[config.mk]
export PLATFORM = sky130hd
export DESIGN_NAME = alu_sequencer
export DESIGN_NICKNAME = d
export VERILOG_FILES = /design/src/rtl/alu_sequencer.sv
export SDC_FILE = /design/constraint.sdc
export NUM_CORES = 1
export LEC_CHECK = 0
export CAP_MARGIN = 30
export CORE_ASPECT_RATIO = 0.75
export CORE_MARGIN = 1.5
export CORE_UTILIZATION = 31
export DETAILED_ROUTE_END_ITERATION = 8
export SETUP_SLACK_MARGIN = 0.4
export SLEW_MARGIN = 20
export SYNTH_ARGS = -nofsm -noshare
export SYNTH_HDL_FRONTEND = slang
export SYNTH_SLANG_ARGS = --single-unit
[constraint.sdc]
create_clock -name clk -period 2.4 [get_ports clk]
set_input_delay 0.6 -clock clk [delete_from_list [all_inputs] [get_ports clk]]
set_output_delay 0.6 -clock clk [all_outputs]
set_load 0.02 [all_outputs]
[src/rtl/alu_sequencer.sv]
// Purpose  : serial operand/control loader for the 4-bit combinational ALU; captures result + flags.
// Latency  : 4 load strobes to fill fields, then SETTLE_CYCLES cycles in EXEC before capture.
// Backpress: none upstream; load strobes arriving in EXEC are dropped, clear aborts from any state.
//
// Ports:
//   clk, reset          - rising-edge clock, asynchronous active-high reset
//   load, clear         - field strobe (data_in valid same cycle), synchronous abort (wins over load)
//   data_in[3:0]        - field value for the current load step
//   alu_a/b/op/op_s/
//   alu_shift_r/l       - registered operand/control outputs driving the ALU
//   alu_resultado,
//   alu_cero/negativo/
//   alu_c_out/overflow  - combinational ALU response, sampled on the capture edge
//   result_q, flags_q   - latched result and {overflow, c_out, negativo, cero}
//   busy, done          - in EXEC / in HOLD
//   step[2:0]           - state encoding for LEDs
//   op_count[7:0]       - completed captures, wraps at 256

module alu_sequencer #(
  parameter int unsigned SETTLE_CYCLES = 2
) (
  input  logic       clk,
  input  logic       reset,
  input  logic       load,
  input  logic       clear,
  input  logic [3:0] data_in,
  output logic [3:0] alu_a,
  output logic [3:0] alu_b,
  output logic [1:0] alu_op,
  output logic [1:0] alu_op_s,
  output logic [1:0] alu_shift_r,
  output logic [1:0] alu_shift_l,
  input  logic [3:0] alu_resultado,
  input  logic       alu_cero,
  input  logic       alu_negativo,
  input  logic       alu_c_out,
  input  logic       alu_overflow,
  output logic [3:0] result_q,
  output logic [3:0] flags_q,
  output logic       busy,
  output logic       done,
  output logic [2:0] step,
  output logic [7:0] op_count
);

  // Encoding doubles as the LED step value.
  typedef enum logic [2:0] {
    LOAD_A  = 3'd0,
    LOAD_B  = 3'd1,
    LOAD_OP = 3'd2,
    LOAD_SH = 3'd3,
    EXEC    = 3'd4,
    HOLD    = 3'd5
  } state_e;

  // Capture happens on the edge where the counter reaches SETTLE_CYCLES-1,
  // giving exactly SETTLE_CYCLES cycles of stable ALU inputs in EXEC.
  localparam logic [3:0] SETTLE_LAST = 4'(SETTLE_CYCLES - 1);

  state_e     state_q, state_d;
  logic [3:0] cnt_q, cnt_d;
  logic [3:0] a_q, a_d;
  logic [3:0] b_q, b_d;
  logic [1:0] op_q, op_d;
  logic [1:0] op_s_q, op_s_d;
  logic [1:0] shr_q, shr_d;
  logic [1:0] shl_q, shl_d;
  logic [3:0] result_d;
  logic [3:0] flags_d;
  logic [7:0] opcnt_q, opcnt_d;

  always_ff @(posedge clk or posedge reset) begin
    if (reset) begin
      state_q  <= LOAD_A;
      cnt_q    <= '0;
      a_q      <= '0;
      b_q      <= '0;
      op_q     <= '0;
      op_s_q   <= '0;
      shr_q    <= '0;
      shl_q    <= '0;
      result_q <= '0;
      flags_q  <= '0;
      opcnt_q  <= '0;
    end else begin
      state_q  <= state_d;
      cnt_q    <= cnt_d;
      a_q      <= a_d;
      b_q      <= b_d;
      op_q     <= op_d;
      op_s_q   <= op_s_d;
      shr_q    <= shr_d;
      shl_q    <= shl_d;
      result_q <= result_d;
      flags_q  <= flags_d;
      opcnt_q  <= opcnt_d;
    end
  end

  always_comb begin
    state_d  = state_q;
    cnt_d    = cnt_q;
    a_d      = a_q;
    b_d      = b_q;
    op_d     = op_q;
    op_s_d   = op_s_q;
    shr_d    = shr_q;
    shl_d    = shl_q;
    result_d = result_q;
    flags_d  = flags_q;
    opcnt_d  = opcnt_q;

    if (clear) begin
      // Abort: ALU driving fields and op_count deliberately survive so the
      // operator can re-run without reloading everything.
      state_d  = LOAD_A;
      cnt_d    = '0;
      result_d = '0;
      flags_d  = '0;
    end else begin
      unique case (state_q)
        LOAD_A: begin
          if (load) begin
            a_d     = data_in;
            state_d = LOAD_B;
          end
        end
        LOAD_B: begin
          if (load) begin
            b_d     = data_in;
            state_d = LOAD_OP;
          end
        end
        LOAD_OP: begin
          if (load) begin
            op_d    = data_in[1:0];
            op_s_d  = data_in[3:2];
            state_d = LOAD_OP == state_q ? LOAD_SH : state_q;
          end
        end
        LOAD_SH: begin
          if (load) begin
            shr_d   = data_in[1:0];
            shl_d   = data_in[3:2];
            cnt_d   = '0;
            state_d = EXEC;
          end
        end
        EXEC: begin
          // load is ignored here; driving registers stay frozen.
          cnt_d = cnt_q + 4'd1;
          if (cnt_q == SETTLE_LAST) begin
            result_d = alu_resultado;
            flags_d  = {alu_overflow, alu_c_out, alu_negativo, alu_cero};
            opcnt_d  = opcnt_q + 8'd1;
            state_d  = HOLD;
          end
        end
        HOLD: begin
          // A load here is the A field of the next operation; the other
          // fields keep their previous values until reloaded.
          if (load) begin
            a_d     = data_in;
            state_d = LOAD_B;
          end
        end
        default: begin
          state_d = LOAD_A;
        end
      endcase
    end
  end

  assign alu_a       = a_q;
  assign alu_b       = b_q;
  assign alu_op      = op_q;
  assign alu_op_s    = op_s_q;
  assign alu_shift_r = shr_q;
  assign alu_shift_l = shl_q;
  assign op_count    = opcnt_q;
  assign step        = state_q;
  assign busy        = (state_q == EXEC);
  assign done        = (state_q == HOLD);

endmodule

==> run metrics <==
DRC violation count after routing 0; RSZ-0062 raised after global routing false; Clk pin slew, worst setup/hold paths 0.08 ns; Setup TNS 0 ns; core footprint 5470 µm²; cell with the most instances after synthesis dfrtp_1; maximum vdd drop 0.392 mV; CP Launch Type flop; Worst Path Max Fanout 4; TritonCTS clock tree built; crit path time final 1.95 ns; row cnt 23; placed cells 280; number of global-route vias before repair 1275; clock skew 0.00507 ns; measured slew at the worst slew-check pin 0.492 ns; crit-path cells or3b_4 -> inv_2 -> clkbuf_4; Routed Antenna Nets 0; H-tree Lvls 2; top post-synthesis cells by area dfrtp_1, mux2_2, nand3_1; Routed Wire Length 4.18 mm; total CTS buffers 5; slowest stage delay, CP 0.44 ns; DR iter-0 viols 68; Root Buffer clkbuf_8; arrival time worst endpoint 1.35 ns; final setup fails 0; n_diodes 0; routed length per instance 14.4 µm; Fmax 0.513 GHz; total global-route track usage 0.138; syn_area_per_cell 11.8 µm²; first-pass GRT wire length 6.65 mm; Synth Warn # 0; clk sinks 39; post-synthesis register bit count 39; via count 1405; Mapped Cells 152; post-synthesis sequential area ratio 0.544; Die Height 68.9 µm; status finished, final reports clean; drt first pass iters 4; leakage 1.15 nW; post-synth cell types 38; initial antenna violation count 0; Post-synth EDFFs 0; global route overflow 0; Via density 4.84; CTS max path bufs 2; pwr/cell area 705 nW/µm²; Layout Nets 233; GPL Wtd Cong 0.721; Synth Flop Type dfrtp_1; Synth area leader dfrtp_1; HPWL Detailed 3.03 mm; Final Cycle Share 0.813; Setup CP Type reg -> out; Worst Path Required 1.80 ns; CTS Hold Bufs 0; MaxCap Viol Count 0; Cell Count, Final, Fillers Out 290; CP Capture Type output pin; largest net degree at the start of global routing 40; slowest CP cell dfrtp_2; share of cells above drive strength 1 0.223; Mapped Area 1800 µm²; Clock Latency Late Sink 0.29 ns; share of synthesized registers carrying an async set or reset 1.00; Area Overhead vs Synth 44.0%; initial core utilization 0.328; final hold vios 0; Die ar. 6260 µm²; worst-case headroom to the max-slew limit 0.672; area share of the largest cell type after synthesis 0.544; hold crit path type reg -> reg; number of port buffers 52; Die W 90.9 µm; Max Slew Vio Count 0; I/O Pins 53; Commonest cells post-synth dfrtp_1, mux2_2, nand3_1, a21oi_1, o21ai_0; Synth Net Count 171
==> metrics by stage <==
step / instance area, µm² / setup WS (ns) / utilization / power [W] / hold WS [ns]
6_report: 2580 / 0.449 / 0.473 / 0.00182 / 0.471
3_3_place_gp: 2440 / 0.102 / 0.446 / 0.00119 / 0.464
5_1_grt: 2580 / 0.399 / 0.473 / 0.00191 / 0.490
2_1_floorplan: 1800 / 0.494 / - / 0.000981 / 0.503
3_5_place_dp: 2440 / 0.0712 / 0.446 / 0.00119 / 0.471
4_1_cts: 2570 / 0.401 / 0.469 / 0.00183 / 0.481
==> cell families (layout without fill, tap and decap cells) <==
kind of cell             count (synthesis)  after routing  share of synthesized area
multiplexers                            17             17                      0.107
buffers and inverters                   12             75                     0.0328
XOR/XNOR                                10             10                     0.0488
adder cells (fa/ha/maj)                  3              3                     0.0209
flip-flops                              39             39                      0.544
AND/OR/NAND/NOR                         46             46                      0.164
AO/OA/AOI/OAI                           25             25                     0.0829
==> layout make-up <==
cell class,instances,area (µm²)
Tap cell,75,93.8
Sequential cell,39,977
Multi-Input combinational cell,101,769
Clock buffer,6,72.6
Inverter,3,11.3
Fill cell,512,2880
Clock inverter,2,60.1
Timing Repair Buffer,64,601
==> timing repair <==
| action | 4_1_cts | 5_1_grt |
|---|---|---|
| cloned | 0 | 0 |
| endpoints found under the setup margin | 8 | 3 |
| buffers inserted | 0 | 2 |
| resized for setup | 12 | 5 |
==> cell usage in the layout (no fill, tap or decap), drive strengths merged, types with 2 or more instances in the layout <==
cell / synthesis / routed
dfrtp: 39 / 39
inv: 3 / 3
or3b: 2 / 2
xnor2: 4 / 4
mux2: 17 / 17
nand3: 16 / 16
clkbuf: 5 / 8
o21ai: 9 / 9
dlygate4sd2: 0 / 4
xor2: 6 / 6
nor3b: 2 / 2
nand2: 5 / 5
nor3: 4 / 4
nor2: 4 / 4
a21oi: 10 / 10
bufinv: 0 / 2
ha: 3 / 3
buf: 4 / 12
nor4: 3 / 3
clkdlybuf4s50: 0 / 45
nor2b: 2 / 2
==> sequential cells by signal, summed over array words and instances (netlist names) <==
signal / count
alu_shift_l: 2
cnt_q: 4
alu_op: 2
alu_a: 4
flags_q: 4
step: 3
alu_op_s: 2
alu_b: 4
result_q: 4
op_count: 8
alu_shift_r: 2
==> power by group <==
group	switching [W]	leakage (nW)	internal, W	total, W
combinational	0.000191	0.571	0.000218	0.000409
sequential	0.0000375	0.518	0.000732	0.000770
clock	0.000228	0.0654	0.000416	0.000644
==> critical path: cells and delay by family, from the launching register on <==
kind | cells | cell delay [ns]
flops | 1 | 0.44
simple gates | 1 | 0.39
buf+inv | 2 | 0.23
==> final timing paths <==
path / startpoint / cells after the start / slack [ns] / endpoint
worst max-delay path: step[1]$_DFFE_PP0P_ / 3 / 0.45 / busy
worst min-delay path: op_count[7]$_DFFE_PP0P_ / 1 / 0.47 / op_count[7]$_DFFE_PP0P_
worst max register to register: step[1]$_DFFE_PP0P_ / 5 / 0.54 / op_count[5]$_DFFE_PP0P_
max in group asynchronous: reset / 3 / 1.31 / step[1]$_DFFE_PP0P_
worst min register to register: op_count[7]$_DFFE_PP0P_ / 1 / 0.47 / op_count[7]$_DFFE_PP0P_
min in group asynchronous: reset / 3 / 0.73 / alu_b[3]$_DFFE_PP0P_
==> layer usage <==
layer  up-vias  global-route usage  routed length [µm]
met5         -                   0                   0
met4         0              0.0293                  17
met3         2              0.0406                 236
li1        675                   -                   -
met1       678               0.209                2190
met2        50               0.192                1730
No activity file was read; power rests on OpenSTA's default activity.
